`src/rtl/restoring_divider_by8.sv`:
```
// rtl/restoring_divider_by8.sv - multi-cycle unsigned restoring divider with start/busy/done handshake
// One quotient bit per cycle via trial subtraction; results held until the next accepted start.
module restoring_divider_by8 #(
  parameter int DATA_WIDTH = 8
) (
  input  logic                  clk,
  input  logic                  rst_n,
  input  logic                  start,
  input  logic [DATA_WIDTH-1:0] dividend,
  input  logic [DATA_WIDTH-1:0] divisor,
  output logic                  ready,
  output logic                  busy,
  output logic                  done,
  output logic [DATA_WIDTH-1:0] quotient,
  output logic [DATA_WIDTH-1:0] remainder,
  output logic                  div_by_zero
);

  localparam int CW = $clog2(DATA_WIDTH) + 1;

  typedef enum logic [1:0] {
    S_IDLE,
    S_BUSY,
    S_DONE
  } state_t;

  state_t                r_state;
  logic [DATA_WIDTH-1:0] r_divisor;
  logic [DATA_WIDTH-1:0] r_shift;
  logic [DATA_WIDTH-1:0] r_rem;
  logic [CW-1:0]         r_count;
  logic                  r_ready;
  logic                  r_busy;
  logic                  r_done;
  logic [DATA_WIDTH-1:0] r_quotient;
  logic [DATA_WIDTH-1:0] r_remainder;
  logic                  r_div_by_zero;

  logic [DATA_WIDTH:0]   w_rp;
  logic [DATA_WIDTH:0]   w_trial;
  logic                  w_qbit;
  logic [DATA_WIDTH-1:0] w_rem_next;
  logic [DATA_WIDTH-1:0] w_shift_next;
  logic                  w_last;
  logic                  w_accept;

  // Partial remainder stays below the divisor, so it fits in DATA_WIDTH bits between
  // iterations; the shifted value needs one extra bit, whose msb after subtraction is the borrow.
  assign w_rp         = {r_rem, r_shift[DATA_WIDTH-1]};
  assign w_trial      = w_rp - {1'b0, r_divisor};
  assign w_qbit       = ~w_trial[DATA_WIDTH];
  assign w_rem_next   = w_qbit ? w_trial[DATA_WIDTH-1:0] : w_rp[DATA_WIDTH-1:0];
  assign w_shift_next = {r_shift[DATA_WIDTH-2:0], w_qbit};
  assign w_last       = (r_count == CW'(DATA_WIDTH - 1));
  assign w_accept     = start && (r_state != S_BUSY);

  always_ff @(posedge clk or negedge rst_n) begin
    if (!rst_n) begin
      r_state       <= S_IDLE;
      r_divisor     <= '0;
      r_shift       <= '0;
      r_rem         <= '0;
      r_count       <= '0;
      r_ready       <= 1'b1;
      r_busy        <= 1'b0;
      r_done        <= 1'b0;
      r_quotient    <= '0;
      r_remainder   <= '0;
      r_div_by_zero <= 1'b0;
    end else begin
      case (r_state)
        S_IDLE, S_DONE: begin
          r_done <= 1'b0;
          if (w_accept) begin
            r_divisor <= divisor;
            r_shift   <= dividend;
            r_rem     <= '0;
            r_count   <= '0;
            if (divisor == '0) begin
              // Divide by zero completes on the accepting edge with no iterations.
              r_quotient    <= '1;
              r_remainder   <= dividend;
              r_div_by_zero <= 1'b1;
              r_done        <= 1'b1;
              r_ready       <= 1'b1;
              r_busy        <= 1'b0;
              r_state       <= S_DONE;
            end else begin
              r_ready <= 1'b0;
              r_busy  <= 1'b1;
              r_state <= S_BUSY;
            end
          end else begin
            r_ready <= 1'b1;
            r_busy  <= 1'b0;
            r_state <= S_IDLE;
          end
        end
        S_BUSY: begin
          r_rem   <= w_rem_next;
          r_shift <= w_shift_next;
          r_count <= r_count + CW'(1);
          if (w_last) begin
            r_quotient    <= w_shift_next;
            r_remainder   <= w_rem_next;
            r_div_by_zero <= 1'b0;
            r_done        <= 1'b1;
            r_ready       <= 1'b1;
            r_busy        <= 1'b0;
            r_state       <= S_DONE;
          end
        end
        default: begin
          r_ready <= 1'b1;
          r_busy  <= 1'b0;
          r_done  <= 1'b0;
          r_state <= S_IDLE;
        end
      endcase
    end
  end

  assign ready       = r_ready;
  assign busy        = r_busy;
  assign done        = r_done;
  assign quotient    = r_quotient;
  assign remainder   = r_remainder;
  assign div_by_zero = r_div_by_zero;

endmodule

```
`config.mk`:
```
export PLATFORM = sky130hd
export DESIGN_NAME = restoring_divider_by8
export DESIGN_NICKNAME = d
export VERILOG_FILES = /design/src/rtl/restoring_divider_by8.sv
export SDC_FILE = /design/constraint.sdc
export NUM_CORES = 1
export LEC_CHECK = 0
export CAP_MARGIN = 20
export CORE_ASPECT_RATIO = 0.7
export CORE_MARGIN = 3
export CORE_UTILIZATION = 30
export CTS_BUF_LIST = sky130_fd_sc_hd__clkbuf_8 sky130_fd_sc_hd__clkbuf_16
export DETAILED_ROUTE_END_ITERATION = 12
export SYNTH_ARGS = -nofsm -noshare
export SYNTH_HDL_FRONTEND = slang
export SYNTH_SLANG_ARGS = --single-unit
```
`constraint.sdc`:
```
create_clock -name clk -period 3.75 [get_ports clk]
set_clock_uncertainty 0.2 [all_clocks]
set_input_delay 0.375 -clock clk [delete_from_list [all_inputs] [get_ports clk]]
set_output_delay 0.375 -clock clk [all_outputs]
set_load 0.01 [all_outputs]
```
=== Word level (Yosys, flattened, before mapping) ===
Index checks and enable logic that the tools add are counted.

* Register bits after elaboration: 50
* Input port bits: 19
* Output and inout bits: 20
* Logic and storage cells: 61

* Add/subtract/negate cells: 2
* Eq/ne operators: 7
* Multiplexer cells: 32
* Bitwise logic cells: 1
* Reduce and logical (&&, ||, !) cells: 8

{| class="wikitable"
|+ Operators with widths
! cell !! number
|-
| 8-bit two-way mux || 9
|-
| 8-bit one-hot mux with 2 select lines || 4
|-
| 1-bit two-way mux || 9
|-
| 9-bit by 8-bit subtractor with 9-bit output || 1
|-
| 8-bit logical NOT || 1
|-
| 1-bit one-hot mux with 2 select lines || 4
|-
| 4-bit one-hot mux with 2 select lines || 1
|-
| 2-bit two-way mux || 3
|-
| 2-bit inequality test, second input constant || 3
|-
| 4-bit by 1-bit adder with 4-bit output, second input constant || 1
|-
| 4-bit by 3-bit == test with 1-bit output, second input constant || 1
|-
| 4-bit two-way mux || 1
|-
| 2-bit one-hot mux with 2 select lines || 1
|-
| 2-bit AND reduction || 2
|-
| 4-bit AND reduction || 1
|-
| 2-bit by 1-bit == test with 1-bit output, second input constant || 1
|-
| 2-bit == test, second input constant || 1
|-
| 2-bit logical NOT || 1
|-
| 2-bit by 1-bit inequality test with 1-bit output, second input constant || 1
|-
| 2-bit nonzero test || 1
|-
| 2-bit OR reduction || 1
|-
| 1-bit logical AND || 1
|-
| 1-bit NOT || 1
|}

=== Longest topological paths before layout ===
* Depth in word-level cells: 4
* Mapped depth: 10
* Gate-level depth less buffers: 10

=== Worst setup path before layout ===
No wires, ideal clock.

* Kind: flip-flop to flip-flop
* Start point: register r_shift[7]
* End point: register r_remainder[0], in the netlist remainder[0]
* Library setup time: 0.083 ns
* Arrival: 2.439 ns
* Data required time: 3.467 ns
* Setup slack: 1.028 ns
* Cell stages (with the launch flop): 11
* Buffers on the path: 0
* Period minus slack after synthesis: 2.722 ns
* Path through: dfrtp_1 > inv_1 > ha_1 > inv_1 > fa_1 > a21oi_1 > o22ai_2 > mux2i_1 > a221oi_4 > mux2_2 > o21ai_0

* Cells in the longest elaborated chain, start to end: 4

{| class="wikitable"
|+ Ends and longest elaborated chain
! element !! RTL line !! text
|-
| start, declared || 29 || <nowiki>logic [DATA_WIDTH-1:0] r_shift;</nowiki>
|-
| start signal, assigned || 76 || <nowiki>r_shift <= dividend;</nowiki>
|-
| start signal, assigned || 101 || <nowiki>r_shift <= w_shift_next;</nowiki>
|-
| 9-bit by 8-bit subtractor with 9-bit output || 50 || <nowiki>assign w_trial = w_rp - {1'b0, r_divisor};</nowiki>
|-
| 8-bit two-way mux (*) || 52 || <nowiki>assign w_rem_next = w_qbit ? w_trial[DATA_WIDTH-1:0] : w_rp[DATA_WIDTH-1:0];</nowiki>
|-
| 8-bit two-way mux (*) || 103 || <nowiki>if (w_last) begin</nowiki>
|-
| 8-bit one-hot mux with 2 select lines (*) || 71 || <nowiki>case (r_state)</nowiki>
|-
| end signal, assigned || 82 || <nowiki>r_remainder <= dividend;</nowiki>
|-
| end signal, assigned || 105 || <nowiki>r_remainder <= w_rem_next;</nowiki>
|-
| end, declared || 36 || <nowiki>logic [DATA_WIDTH-1:0] r_remainder;</nowiki>
|}

Mark *: on every way between the ends. The rest lies on a longest branch, timed or not. The select of a mux whose other input is x is not followed.
A chain may end at the register's enable or synchronous reset.

=== Worst setup path after layout ===
* Start point: register r_shift[7]
* End point: register r_rem[0]

* Cells in the longest elaborated chain, start to end: 3

{| class="wikitable"
|+ Ends and longest elaborated chain
! element !! RTL line !! text
|-
| 9-bit by 8-bit subtractor with 9-bit output || 50 ||
|-
| 8-bit two-way mux (*) || 52 ||
|-
| 8-bit one-hot mux with 2 select lines (*) || 71 ||
|-
| end signal, assigned || 100 || <nowiki>r_rem <= w_rem_next;</nowiki>
|-
| end, declared || 30 || <nowiki>logic [DATA_WIDTH-1:0] r_rem;</nowiki>
|}

Mark *: on every way between the ends. The rest lies on a longest branch, timed or not.

==> metrics.md <==
| Metric | Value |
|---|---|
| Rows | `27` |
| Synth cell types | `50` |
| Fin crit share | `0.821` |
| Final nets | `between 300 and 400` |
| Wire length per cell | `15.7 um` |
| Layout Utilization | `0.401` |
| Gr usage total | `0.143` |
| Die Wd | `116 um` |
| Via count | `2097` |
| Worst path most repeated cell | `inv_1` |
| Worst-Margin Slew | `742 ps` |
| Die ar. | `9650 um2` |
| IO Count | `39` |
| Max cap viols | `0` |
| Bufs on Longest Clock Path | `2` |
| Max Slew Vio Count | `0` |
| Share of the synthesized area in the top cell type | `0.472` |
| CP startpoint kind | `flip-flop` |
| TritonCTS Buffers | `5` |
| #FFs+latches synth | `49` |
| ANT nets after route | `0` |
| CTS tree | `yes` |
| Port bufs | `38` |
| Slew headroom | `0.506` |
| Initial antenna violation count | `0` |
| Min-delay src | `r_shift[6]$_DFFE_PN0P_` |
| Vias/cell | `between 5 and 6` |
| Area growth syn-to-layout | `26.7%` |
| Clock latency on the worst-skew pair | `slightly below 300 ps` |
| Fraction of layout cells with a size suffix above 1 | `0.0686` |
| Drt pass-1 iters | `4` |
| Core Area | `just over 8000 um2` |
| Ant diodes | `0` |
| Ys flop type | `dfrtp_1` |
| Synth area leader | `dfrtp_1` |
| Worst setup path start | `r_shift[7]$_DFFE_PN0P_` |
| RSZ-0062 raised after global routing | `no` |
| Synth Cell Area | `2550 um2` |
| Hold Fails Final Rpt | `0` |
| WS Path Type | `flip-flop to flip-flop` |
| Die Ht | `83.1 um` |
| Setup TNS | `0 ps` |
| Critical R2R Launch | `r_shift[7]$_DFFE_PN0P_` |
| DP Area | `3020 um2` |
| Filler cells | `814` |
| Cell count after synthesis | `268` |
| Tmin final | `3080 ps` |
| YS warnings | `0` |
| Asr flop ratio synth | `1.00` |
| Leakage | `about 1.4 nW` |
| Outcome | `finished, final reports clean` |
| H-Tree Depth | `2` |
| Max Fclk | `325 MHz` |
| Syn_area_per_cell | `9.51 um2` |
| GP Congestion | `roughly 0.84` |
| Gr ovfl total | `0` |
| Postcts setup bufs | `0` |
| Vias in the first global route | `2117` |
| First-pass GRT wire length | `11200 um` |
| Leading post-synthesis cells by cell area | `dfrtp_1, nand2_1, ha_1, o21ai_0, a21oi_1` |
| Net Count, Synth | `297` |
| Clk sinks | `49` |
| Total wire length | `6380 um` |
| Pwr Total | `0.00343 W` |
| Cells along the critical path | `inv_1 > ha_1 > inv_1 > fa_1 > a21oi_1 > o22ai_2 > mux2i_1 > a221oi_4 > mux2_2 > o21ai_0` |
| Sequential fraction of the synthesis area | `0.482` |
| Critical path required time | `3740 ps` |
| Worst EP arrival | `between 3000 and 4000 ps` |
| Reg clk slew, reported paths | `70 ps` |
| DP HPWL | `4710 um` |
| Largest net degree at the start of global routing | `33` |
| Crit end category | `flip-flop` |
| Critical-path maximum fanout | `10` |
| Worst vdd ir | `0.347 mV` |
| Max incr delay on CP | `a little over 500 ps` |
| P per Cell Area | `1060 nW/um2` |
| Min-Delay Path Class | `flip-flop to flip-flop` |
| Post-route cell area | `3230 um2` |
| Final setup viols | `0` |
| Clk root buf | `clkbuf_16` |
| Initial core utilization | `0.317` |
| EDFF count, synth | `0` |
| DR iter-0 viols | `203` |
| Crit-path slowest cell | `a221oi_4` |
| Residual DRC count | `0` |
-- metrics by stage --
step / hold slack [ps] / std cells / setup WS (ps)
2_1_floorplan: -121 / 268 / 1030
3_3_place_gp: 260 / 398 / 819
3_5_place_dp: 264 / 398 / 747
4_1_cts: 282 / 407 / 673
5_1_grt: 326 / 407 / 422
6_report: 284 / 407 / 672
-- final timing paths --
check / to / slack [ps] / cells past startpoint
worst max-delay path: r_rem[0]$_DFFE_PN0P_ / 670 / 10
worst min-delay path: r_shift[6]$_DFFE_PN0P_ / 280 / 2
min in group asynchronous: r_divisor[6]$_DFFE_PN0P_ / 490 / 2
max in group asynchronous: r_shift[7]$_DFFE_PN0P_ / 2130 / 3
worst min register to register: r_shift[6]$_DFFE_PN0P_ / 280 / 2
worst max register to register: r_rem[0]$_DFFE_PN0P_ / 670 / 10
-- cell usage in the layout, fill, tap and decap left out, drive strengths merged, types with 2 or more instances in the layout --
master | Yosys | routed
o22ai | 2 | 2
a22o | 2 | 2
nand3 | 7 | 7
buf | 3 | 5
or3 | 2 | 2
mux2i | 6 | 6
or2 | 2 | 2
clkdlybuf4s50 | 0 | 37
o211ai | 4 | 4
a21o | 2 | 2
a21oi | 15 | 15
nand4 | 2 | 2
a221oi | 2 | 2
nand2b | 3 | 3
o21a | 3 | 3
xor2 | 2 | 2
dfrtp | 48 | 48
and3 | 6 | 6
o22a | 7 | 7
a22oi | 8 | 8
nor2b | 4 | 4
nor3 | 3 | 3
clkbuf | 10 | 5
or4 | 2 | 2
o21ai | 23 | 23
ha | 9 | 9
inv | 14 | 15
o311ai | 2 | 2
xnor2 | 3 | 3
nor2 | 16 | 16
bufinv | 0 | 2
nand2 | 44 | 44
-- final cells by class --
class	instances	area, um2	share of cell area
repair buffers	43	415	0.129
clock inverters	3	68.8	0.0213
multi-input cells	192	1210	0.375
well taps	101	126	0.0392
clock buffers	5	125	0.0388
inverters	14	52.6	0.0163
flip-flops and latches	49	1230	0.380
-- power by group --
group	internal [W]	switching (W)
Combinational	0.000845	0.00101
Clock	0.000385	0.000211
Sequential	0.000794	0.000185
-- state kept, by name, summed over array words and instances (netlist names) --
signal       flops
busy             1
div_by_zero      1
done             1
quotient         8
r_count          4
r_divisor        8
r_rem            8
r_shift          8
r_state          1
ready            1
remainder        8
-- worst max-delay path, delay by kind of cell (launching register included) --
family | cells | cell delay (ps)
fa+ha+maj | 2 | 560
flops | 1 | 380
compound gates | 4 | 1120
mux | 2 | 590
buf+inv | 2 | 120
-- per-layer routing --
layer / vias up / GRT usage / routed length [um]
met3: 6 / 0.0306 / 371
met4: 0 / 0.0327 / 66
met1: 1003 / 0.231 / 3310
met2: 52 / 0.191 / 2630
li1: 1036 / - / -
met5: - / 0 / 0
-- logic make-up after synthesis --
kind of cell    Yosys count  synth area share
xor+xnor                  5            0.0172
mux                       7            0.0280
simple gates             94             0.173
compound gates           76             0.205
fa+ha+maj                10            0.0521
flops                    49             0.482
buf+inv                  27            0.0427
-- synth_stat cells, types with 3 or more instances --
| cell | number |
|---|---|
| clkbuf_1 | 10 |
| dfrtp_1 | 48 |
| a21oi_1 | 15 |
| nand2b_1 | 3 |
| ha_1 | 9 |
| and3_1 | 6 |
| xnor2_1 | 3 |
| o211ai_1 | 4 |
| nand2_1 | 44 |
| nor2b_1 | 4 |
| nor3_1 | 3 |
| o22a_1 | 7 |
| a22oi_1 | 8 |
| nor2_1 | 14 |
| nand3_1 | 7 |
| o21a_1 | 3 |
| inv_1 | 13 |
| o21ai_0 | 21 |
| mux2i_1 | 6 |
-- what timing repair did --
| action | in CTS | in global routing |
|---|---|---|
| hold endpoints to repair | 30 | 0 |
| resized for setup | 0 | 0 |
| hold buffers | 1 | 0 |
(Power assumes the default switching activity.)
